===== src/rtl/cpu_pkg.sv =====
// Shared CPU front-end types: address/instruction words, fetch FSM states
// and the IF/ID pipeline register payload.
package cpu_pkg;

  localparam int unsigned XLEN = 32;

  typedef logic [XLEN-1:0] addr_t;
  typedef logic [XLEN-1:0] instr_t;

  // addi x0,x0,0
  localparam instr_t NOP_INSTR = 32'h0000_0013;

  // Sequential fetch step in bytes
  localparam addr_t PC_STEP = 32'd4;

  typedef enum logic [1:0] {
    BOOT = 2'd0,
    RUN  = 2'd1,
    HALT = 2'd2
  } fetch_state_t;

  typedef struct packed {
    addr_t  pc;
    instr_t instr;
    logic   valid;
  } if_id_t;

endpackage


===== src/rtl/fetch_stage_if.sv =====
// Fetch-stage bus: imem address/data, decode back-pressure, execute redirect
// and the IF/ID register outputs.
//  master : the fetch stage (drives iaddr and if_id_*)
//  slave  : the surrounding pipeline/imem (drives idata, stall, redirect)
interface fetch_stage_if;
  import cpu_pkg::*;

  addr_t  iaddr;
  instr_t idata;
  logic   stall_i;
  logic   redirect_i;
  addr_t  redirect_pc_i;
  addr_t  if_id_pc;
  instr_t if_id_instr;
  logic   if_id_valid;

  modport master (
    output iaddr, if_id_pc, if_id_instr, if_id_valid,
    input  idata, stall_i, redirect_i, redirect_pc_i
  );

  modport slave (
    input  iaddr, if_id_pc, if_id_instr, if_id_valid,
    output idata, stall_i, redirect_i, redirect_pc_i
  );

endinterface


===== src/rtl/fetch_stage_pc_reg.sv =====
// Program counter flop with load, hold and increment-by-4.
//  clk, reset : clock, async active-high reset (pc <= RESET_PC)
//  load       : take load_pc (has priority over inc)
//  inc        : advance by 4, modulo 2^32
//  load_pc    : redirect target
//  pc         : current program counter
module pc_reg
  import cpu_pkg::*;
#(
  parameter addr_t RESET_PC = 32'h0000_0000
) (
  input  logic  clk,
  input  logic  reset,
  input  logic  load,
  input  logic  inc,
  input  addr_t load_pc,
  output addr_t pc
);

  always_ff @(posedge clk or posedge reset) begin
    if (reset) begin
      pc <= RESET_PC;
    end else if (load) begin
      pc <= load_pc;
    end else if (inc) begin
      pc <= pc + PC_STEP;
    end
  end

endmodule


===== src/rtl/fetch_stage.sv =====
// Instruction-fetch stage: owns the PC, drives the combinational imem and
// latches the returned word into the IF/ID register. Handles decode stall,
// execute redirect with flush, and halts on a misaligned redirect target.
//  clk, reset  : clock, async active-high reset
//  bus         : fetch_stage_if master (iaddr/idata, stall, redirect, IF/ID)
//  misalign_o  : sticky misaligned-redirect flag
//  fetch_cnt_o : saturating count of instructions latched into IF/ID
module fetch_stage
  import cpu_pkg::*;
#(
  parameter addr_t       RESET_PC  = 32'h0000_0000,
  parameter instr_t      NOP_INSTR = cpu_pkg::NOP_INSTR,
  parameter int unsigned CNT_W     = 16
) (
  input  logic               clk,
  input  logic               reset,
  fetch_stage_if.master      bus,
  output logic               misalign_o,
  output logic [CNT_W-1:0]   fetch_cnt_o
);

  fetch_state_t state;
  fetch_state_t state_next;
  if_id_t       if_id;
  addr_t        pc;

  logic target_misaligned;
  logic pc_load;
  logic pc_inc;
  logic capture;
  logic flush;
  logic misalign_set;

  assign target_misaligned = (bus.redirect_pc_i[1:0] != 2'b00);

  // State register
  always_ff @(posedge clk or posedge reset) begin
    if (reset) begin
      state <= BOOT;
    end else begin
      state <= state_next;
    end
  end

  // Next-state logic: BOOT is a single settling cycle, HALT is terminal
  always_comb begin
    state_next = state;
    case (state)
      BOOT:    state_next = RUN;
      RUN:     if (bus.redirect_i && target_misaligned) state_next = HALT;
      HALT:    state_next = HALT;
      default: state_next = BOOT;
    endcase
  end

  // Control decode: redirect beats stall beats advance, only while running
  always_comb begin
    pc_load      = 1'b0;
    pc_inc       = 1'b0;
    capture      = 1'b0;
    flush        = 1'b0;
    misalign_set = 1'b0;
    if (state == RUN) begin
      if (bus.redirect_i) begin
        if (target_misaligned) begin
          misalign_set = 1'b1;
        end else begin
          pc_load = 1'b1;
          flush   = 1'b1;
        end
      end else if (!bus.stall_i) begin
        pc_inc  = 1'b1;
        capture = 1'b1;
      end
    end
  end

  pc_reg #(
    .RESET_PC (RESET_PC)
  ) u_pc_reg (
    .clk     (clk),
    .reset   (reset),
    .load    (pc_load),
    .inc     (pc_inc),
    .load_pc (bus.redirect_pc_i),
    .pc      (pc)
  );

  // IF/ID register, sticky misalign flag and saturating fetch counter
  always_ff @(posedge clk or posedge reset) begin
    if (reset) begin
      if_id       <= '{pc: '0, instr: NOP_INSTR, valid: 1'b0};
      misalign_o  <= 1'b0;
      fetch_cnt_o <= '0;
    end else if (flush) begin
      if_id.valid <= 1'b0;
      if_id.instr <= NOP_INSTR;
    end else if (misalign_set) begin
      if_id.valid <= 1'b0;
      misalign_o  <= 1'b1;
    end else if (capture) begin
      if_id <= '{pc: pc, instr: bus.idata, valid: 1'b1};
      if (fetch_cnt_o != {CNT_W{1'b1}}) begin
        fetch_cnt_o <= fetch_cnt_o + CNT_W'(1);
      end
    end
  end

  // imem is combinational, so the address is simply the live PC
  assign bus.iaddr       = pc;
  assign bus.if_id_pc    = if_id.pc;
  assign bus.if_id_instr = if_id.instr;
  assign bus.if_id_valid = if_id.valid;

endmodule


===== src/flat_wrapper.sv =====
// flat-port wrapper written by rule: the top's interface ports become plain ports
module fetch_stage_flat import cpu_pkg::*;
#(
  parameter addr_t       RESET_PC  = 32'h0000_0000,
  parameter instr_t      NOP_INSTR = cpu_pkg::NOP_INSTR,
  parameter int unsigned CNT_W     = 16
)
  (clk, reset, misalign_o, fetch_cnt_o, bus_iaddr, bus_if_id_pc, bus_if_id_instr, bus_if_id_valid, bus_idata, bus_stall_i, bus_redirect_i, bus_redirect_pc_i);
  fetch_stage_if bus_i ();
  input  logic clk;
  input  logic reset;
  output logic misalign_o;
  output logic [CNT_W-1:0] fetch_cnt_o;
  output wire logic [$bits(bus_i.iaddr)-1:0] bus_iaddr;
  output wire logic [$bits(bus_i.if_id_pc)-1:0] bus_if_id_pc;
  output wire logic [$bits(bus_i.if_id_instr)-1:0] bus_if_id_instr;
  output wire logic [$bits(bus_i.if_id_valid)-1:0] bus_if_id_valid;
  input wire logic [$bits(bus_i.idata)-1:0] bus_idata;
  input wire logic [$bits(bus_i.stall_i)-1:0] bus_stall_i;
  input wire logic [$bits(bus_i.redirect_i)-1:0] bus_redirect_i;
  input wire logic [$bits(bus_i.redirect_pc_i)-1:0] bus_redirect_pc_i;
  assign bus_iaddr = bus_i.iaddr;
  assign bus_if_id_pc = bus_i.if_id_pc;
  assign bus_if_id_instr = bus_i.if_id_instr;
  assign bus_if_id_valid = bus_i.if_id_valid;
  assign bus_i.idata = bus_idata;
  assign bus_i.stall_i = bus_stall_i;
  assign bus_i.redirect_i = bus_redirect_i;
  assign bus_i.redirect_pc_i = bus_redirect_pc_i;
  fetch_stage #(.RESET_PC(RESET_PC), .NOP_INSTR(NOP_INSTR), .CNT_W(CNT_W)) u_core (.clk(clk), .reset(reset), .bus(bus_i), .misalign_o(misalign_o), .fetch_cnt_o(fetch_cnt_o));
endmodule

===== config.mk =====
export PLATFORM = sky130hd
export DESIGN_NAME = fetch_stage_flat
export DESIGN_NICKNAME = d
export VERILOG_FILES = /design/src/rtl/cpu_pkg.sv /design/src/rtl/fetch_stage_if.sv /design/src/rtl/fetch_stage_pc_reg.sv /design/src/rtl/fetch_stage.sv /design/src/flat_wrapper.sv
export SDC_FILE = /design/constraint.sdc
export NUM_CORES = 1
export LEC_CHECK = 0
export CORE_ASPECT_RATIO = 0.75
export CORE_MARGIN = 5
export CORE_UTILIZATION = 35
export CTS_BUF_LIST = sky130_fd_sc_hd__clkbuf_16
export DETAILED_ROUTE_END_ITERATION = 12
export SYNTH_ARGS = -nofsm -noshare
export SYNTH_HDL_FRONTEND = slang
export SYNTH_HIERARCHICAL = 1
export SYNTH_SLANG_ARGS = --single-unit

===== constraint.sdc =====
create_clock -name clk -period 3.9 [get_ports clk]
set_input_delay 0.39 -clock clk [delete_from_list [all_inputs] [get_ports clk]]
set_output_delay 0.39 -clock clk [all_outputs]
set_load 0.02 [all_outputs]

# --- Yosys cells after proc, flatten, opt, wreduce, memory -nomap -nowiden ---
# Index checks and enable logic that the tools add are counted.
classes:
  add_sub_neg: 2
  n_eq_ne: 5
  n_mux: 17
  bitwise: 2
  n_reduce_logical: 9
ops:
  columns: ["op", "n"]
  rows:
  - ["2-to-1 mux 32 bit", 3]
  - ["2-to-1 mux 33 bit", 2]
  - ["adder 32 x 3 -> 32 bit, second input constant", 1]
  - ["adder 16 x 1 -> 16 bit, second input constant", 1]
  - ["!= test 16 bit, second input constant", 1]
  - ["2-to-1 mux 1 bit", 10]
  - ["case mux 2 bit (3 select lines)", 1]
  - ["!= test 2 x 1 -> 1 bit, second input constant", 2]
  - ["AND reduction 2 bit", 2]
  - ["AND reduction 4 bit", 1]
  - ["nonzero test 2 bit", 2]
  - ["AND reduction 3 bit", 1]
  - ["nonzero test 3 bit", 1]
  - ["equality test 2 x 1 -> 1 bit, second input constant", 1]
  - ["equality test 2 bit, second input constant", 1]
  - ["logical NOT 2 bit", 1]
  - ["2-to-1 mux 2 bit", 1]
  - ["NOT 1 bit", 2]
  - ["logical AND 1 bit", 1]
totals:
  regBits: 116
  input_bits: 68
  output_inout_bits: 114
  word_cells: 42

# --- Logic depth before layout (Yosys ltp) ---
depth:
  word_depth: 6
  ltp_mapped: 12

# --- Cells and area by module ---
# Netlist, hierarchy kept.
modules_own_cells:
  columns: ["module", "instances", "cells_each", "area_per_inst_um2", "seq_area_each_um2"]
  rows:
  - ["fetch_stage", 1, 307, 3289.4, 2105.8]
  - ["pc_reg", 1, 203, 1849.3, 800.8]

# --- Worst setup path after synthesis ---
# OpenSTA, ideal clock, no wires.
synth_path:
  path_type: "reg-to-reg"
  from: "reg u_core.state[1]"
  to: "reg u_core.u_pc_reg.pc[23]"
  setup_time_ps: 82
  arrival_ps: 3026
  setup_slack_ps: 792
  path_stages_with_launch: 13
  path_buffers: 4
  cell_sequence: "dfrtp_1 > inv_1 > ha_1 > or3b_1 > inv_1 > clkbuf_1 > buf_1 > and4_1 > buf_4 > nand2_2 > buf_2 > or4_1 > a31oi_1"
synth_between:
  elab_chain_len: 3
  word_cells_on_any_way: 5
  cone_classes: "eq/ne: 1; mux: 3; reduce/logical: 1"
synth_lines:
  columns: ["element", "line_no", "text"]
  rows:
  - ["from (decl)", "fetch_stage.sv:22", "fetch_state_t state;"]
  - ["from (signal assigned)", "fetch_stage.sv:41", "state <= state_next;"]
  - ["equality test 2 x 1 -> 1 bit", "fetch_stage.sv:63", "if (state == RUN) begin"]
  - ["2-to-1 mux 1 bit", null, null]
  - ["net u_core.capture", "fetch_stage.sv:30", "logic capture;"]
  - ["nonzero test 2 bit (no source line)", null, null]
  - ["to (signal assigned)", "fetch_stage_pc_reg.sv:24", "pc <= load_pc;"]
  - ["to (signal assigned)", "fetch_stage_pc_reg.sv:26", "pc <= pc + PC_STEP;"]
  - ["to (decl)", "fetch_stage_pc_reg.sv:17", "output addr_t pc"]
# The timed path passes the listed nets, and every way through them passes these cells.
# A chain may end at the register's enable or synchronous reset.

# --- Final worst setup path ---
layout_path:
  from: "reg u_core.state[1]"
  to: "reg u_core.u_pc_reg.pc[31]"
layout_between:
  elab_chain_len: 3
  word_cells_on_any_way: 5
  cone_classes: "eq/ne: 1; mux: 3; reduce/logical: 1"
layout_lines:
  columns: ["element", "line_no"]
  rows:
  - ["equality test 2 x 1 -> 1 bit (*)", "fetch_stage.sv:63"]
  - ["2-to-1 mux 1 bit", "fetch_stage.sv:63"]
  - ["2-to-1 mux 32 bit / nonzero test 2 bit (equally long branches)", null]
# Mark *: on every way between the ends. The rest lies on a longest branch, timed or not.

==> results.toml <==
[clock_network]
cts_setup_buffers = 0
cts-buffers-inserted = 17
clockBufferDepth = 2
htree_levels = 4
cts-root-buf = "clkbuf_16"
clk_latency_ns = 0.40
postCtsHoldBufs = 0
clkTransAtPathRegs_ns = 0.06
cts.sinks = 116
cts_resized = 0
cts_tree = "built"

[die]
dieHeight_um = 114.9
dieWidth_um = 149.9
core_area_um2 = 14450
start_util = 0.3555
num_rows = 38
die_area_um2 = 17230
io_pins = 182

[logic_synthesis]
yosysWarnings = 6
syn_inst = 510
synth_edf_count = 0
ys_ff_latch = 116
synthesis.area_um2 = 5139
synth_area_per_cell_um2 = 10.08
yosysSeqAreaShare = 0.5656
yosys.cell_types.count = 48
syn_nets = 582
async_flop_share = 1.000
ys_dominant_reg_cell = "dfrtp_1"

[timing]
min_period_ns = 2.873
slew_violations = 0
tightest_slew_ns = 1.180
rsz0062_at_grt = "no"
period_share = 0.7367
relSlewSlack = 0.2126
hold_viol = 0
fmax_ghz = 0.3480
setup_tns_ns = 0
clock_skew_ns = 0.008559
final-setup-viol-count = 0
fin_hold_ws_ns = 0.4514

[detailed_routing]
top_layer = "met4"
drt_iter0_drc = 193
vias = 4533
route.detailed.drc = 0
avgRoutedWirePerCell_um = 16.82
dr_wl_met2_um = 6617
drtPass1Iterations = 4
met3_length_um = 1334
routedLengthMet1_um = 6955
postRouteAntennaNets = 0
via_per_inst = 5.042
routed_wl_um = 15120

[global_routing]
grt_use_total = 0.1787
overflow = 0
grt_max_degree = 61
antenna_found_initial = 0
grt_pass1_wl_um = 24500
first_global_vias = 4643

[layout]
finalInstanceArea_um2 = 7737
utilization = 0.5353
nNetsFinal = 758
final-seq-area_um2 = 2907
drive_above_1_share = 0.07010
nFillCells = 1345
areaGrowthSynthToFinish_pct = 50.57
diodes = 0
multiInputGateArea_um2 = 2067

[placed_design]
gp_congestion = 0.8315
dp.final_hpwl_um = 10840
post_dp_cell_area_um2 = 7116
portBuffers = 181

[power]
p_leak_nw = 3.424
vdd_drop_max_uv = 431.8
powerDensity_nw_per_um2 = 804.8

[worst_setup_path]
worstPathMaxFanout = 22
crit_path_cell_trace = "inv_1, ha_1, or3b_1, inv_2, and4_1, nand2_2, or4_1, a31oi_1"
max_stage_delay_ns = 0.55
required_ns = 4.21
critical_path_arrival_ns = 3.19
endpoint_kind = "register"
crit_type = "reg -> reg"
slowest_stage = "or4_1"
start_kind = "register"

[run]
drv_cap = 0

[outcome]
outcome = "finished clean"

[min_path]
hp-class = "in -> async"
-- final timing paths --
path                                        start                         to  slack (ns)  cells past startpoint
min                                         reset     u_core/u_pc_reg/pc[26]        0.45                      3
max                               u_core/state[1]     u_core/u_pc_reg/pc[31]        1.03                      8
max in group asynchronous                   reset  u_core/bus.if_id_instr[1]        2.39                      3
min reg2reg                u_core/bus.if_id_pc[7]     u_core/bus.if_id_pc[7]        0.48                      2
max reg2reg                       u_core/state[1]     u_core/u_pc_reg/pc[31]        1.03                      8
min in group clk           u_core/bus.if_id_pc[7]     u_core/bus.if_id_pc[7]        0.48                      2
-- layout by cell type (no fill, tap or decap), types with 2 or more instances in the layout --
cell type        Yosys  final
clkdlybuf4s50_1      0    181
nand2_1            138    138
dfrtp_1            113    113
a22o_1              29     29
nand3_1             23     23
xor2_1              19     19
clkbuf_16            0     17
nor2_1              17     16
o21ai_0             16     16
nand4_1             14     14
inv_1               10     11
or4_1               11     11
a31oi_1              9      9
and4_1               8      8
o31ai_1              8      8
xnor2_1              7      7
nor4_1               6      6
bufinv_16            0      5
clkinv_2             0      5
nor3_1               5      5
buf_4                3      5
a21oi_1              4      4
ha_1                 4      4
and3_1               4      4
mux2_2               3      3
dfstp_2              3      3
a211o_1              3      3
clkinv_1             0      2
inv_2                1      2
nor3b_1              2      2
nor4b_1              2      2
o211ai_1             2      2
o21ai_1              2      2
o31a_1               2      2
-- worst max-delay path: cells and delay by family (launching register included) --
kind	cells	cell delay [ns]
simple gates	4	1.60
buf+inv	2	0.40
flops	1	0.36
fa+ha+maj	1	0.25
compound gates	1	0.18
-- where the power goes --
group	leakage, nW	switching, mW	internal, mW
Sequential	1.47	0.502	1.69
Clock	0.315	0.525	1.12
Combinational	1.64	1.21	1.18
Total	3.42	2.23	3.99
-- per-layer routing --
layer,GRT usage,vias up
li1,-,2146
met1,0.2488,2208
met2,0.2567,165
met3,0.07210,14
met4,0.05484,0
met5,0,-
-- final cells by class --
class / count / share of cell area
Sequential cell: 116 / 0.3756
Multi-Input combinational cell: 354 / 0.2671
Timing Repair Buffer: 186 / 0.2390
Clock buffer: 17 / 0.05498
Tap cell: 200 / 0.03234
Clock inverter: 15 / 0.02539
Inverter: 11 / 0.005498
-- per-stage QoR --
step                cells  setup slack (ns)  total power [mW]
floorplan             510            0.7925             3.294
global placement      867            0.9213             4.580
detailed placement    867            0.8478             4.614
CTS                   899             1.022             6.298
global route          899            0.7338             6.592
finish                899             1.027             6.227
-- cell families (layout without fill, tap and decap cells) --
| group | count (synthesis) | after routing | synth area share |
|---|---|---|---|
| AO/OA/AOI/OAI | 80 | 80 | 0.1137 |
| XOR/XNOR | 26 | 26 | 0.04431 |
| adder cells (fa/ha/maj) | 4 | 4 | 0.009740 |
| buffers and inverters | 40 | 229 | 0.03263 |
| flip-flops | 116 | 116 | 0.5656 |
| multiplexers | 4 | 4 | 0.008522 |
| AND/OR/NAND/NOR | 240 | 240 | 0.2255 |
-- synthesized netlist by cell type, types with 5 or more instances --
master | n | share of area
xnor2_1 | 7 | 0.012
o21ai_0 | 16 | 0.016
a31oi_1 | 9 | 0.011
a22o_1 | 29 | 0.049
o31ai_1 | 8 | 0.012
xor2_1 | 19 | 0.032
nand3_1 | 23 | 0.022
nor2_1 | 17 | 0.012
dfrtp_1 | 113 | 0.55
buf_1 | 7 | 0.0051
nand2_1 | 138 | 0.10
inv_1 | 10 | 0.0073
nor3_1 | 5 | 0.0049
clkbuf_1 | 14 | 0.010
or4_1 | 11 | 0.016
buf_2 | 5 | 0.0049
and4_1 | 8 | 0.014
nor4_1 | 6 | 0.0073
nand4_1 | 14 | 0.017
(Power assumes the default switching activity.)
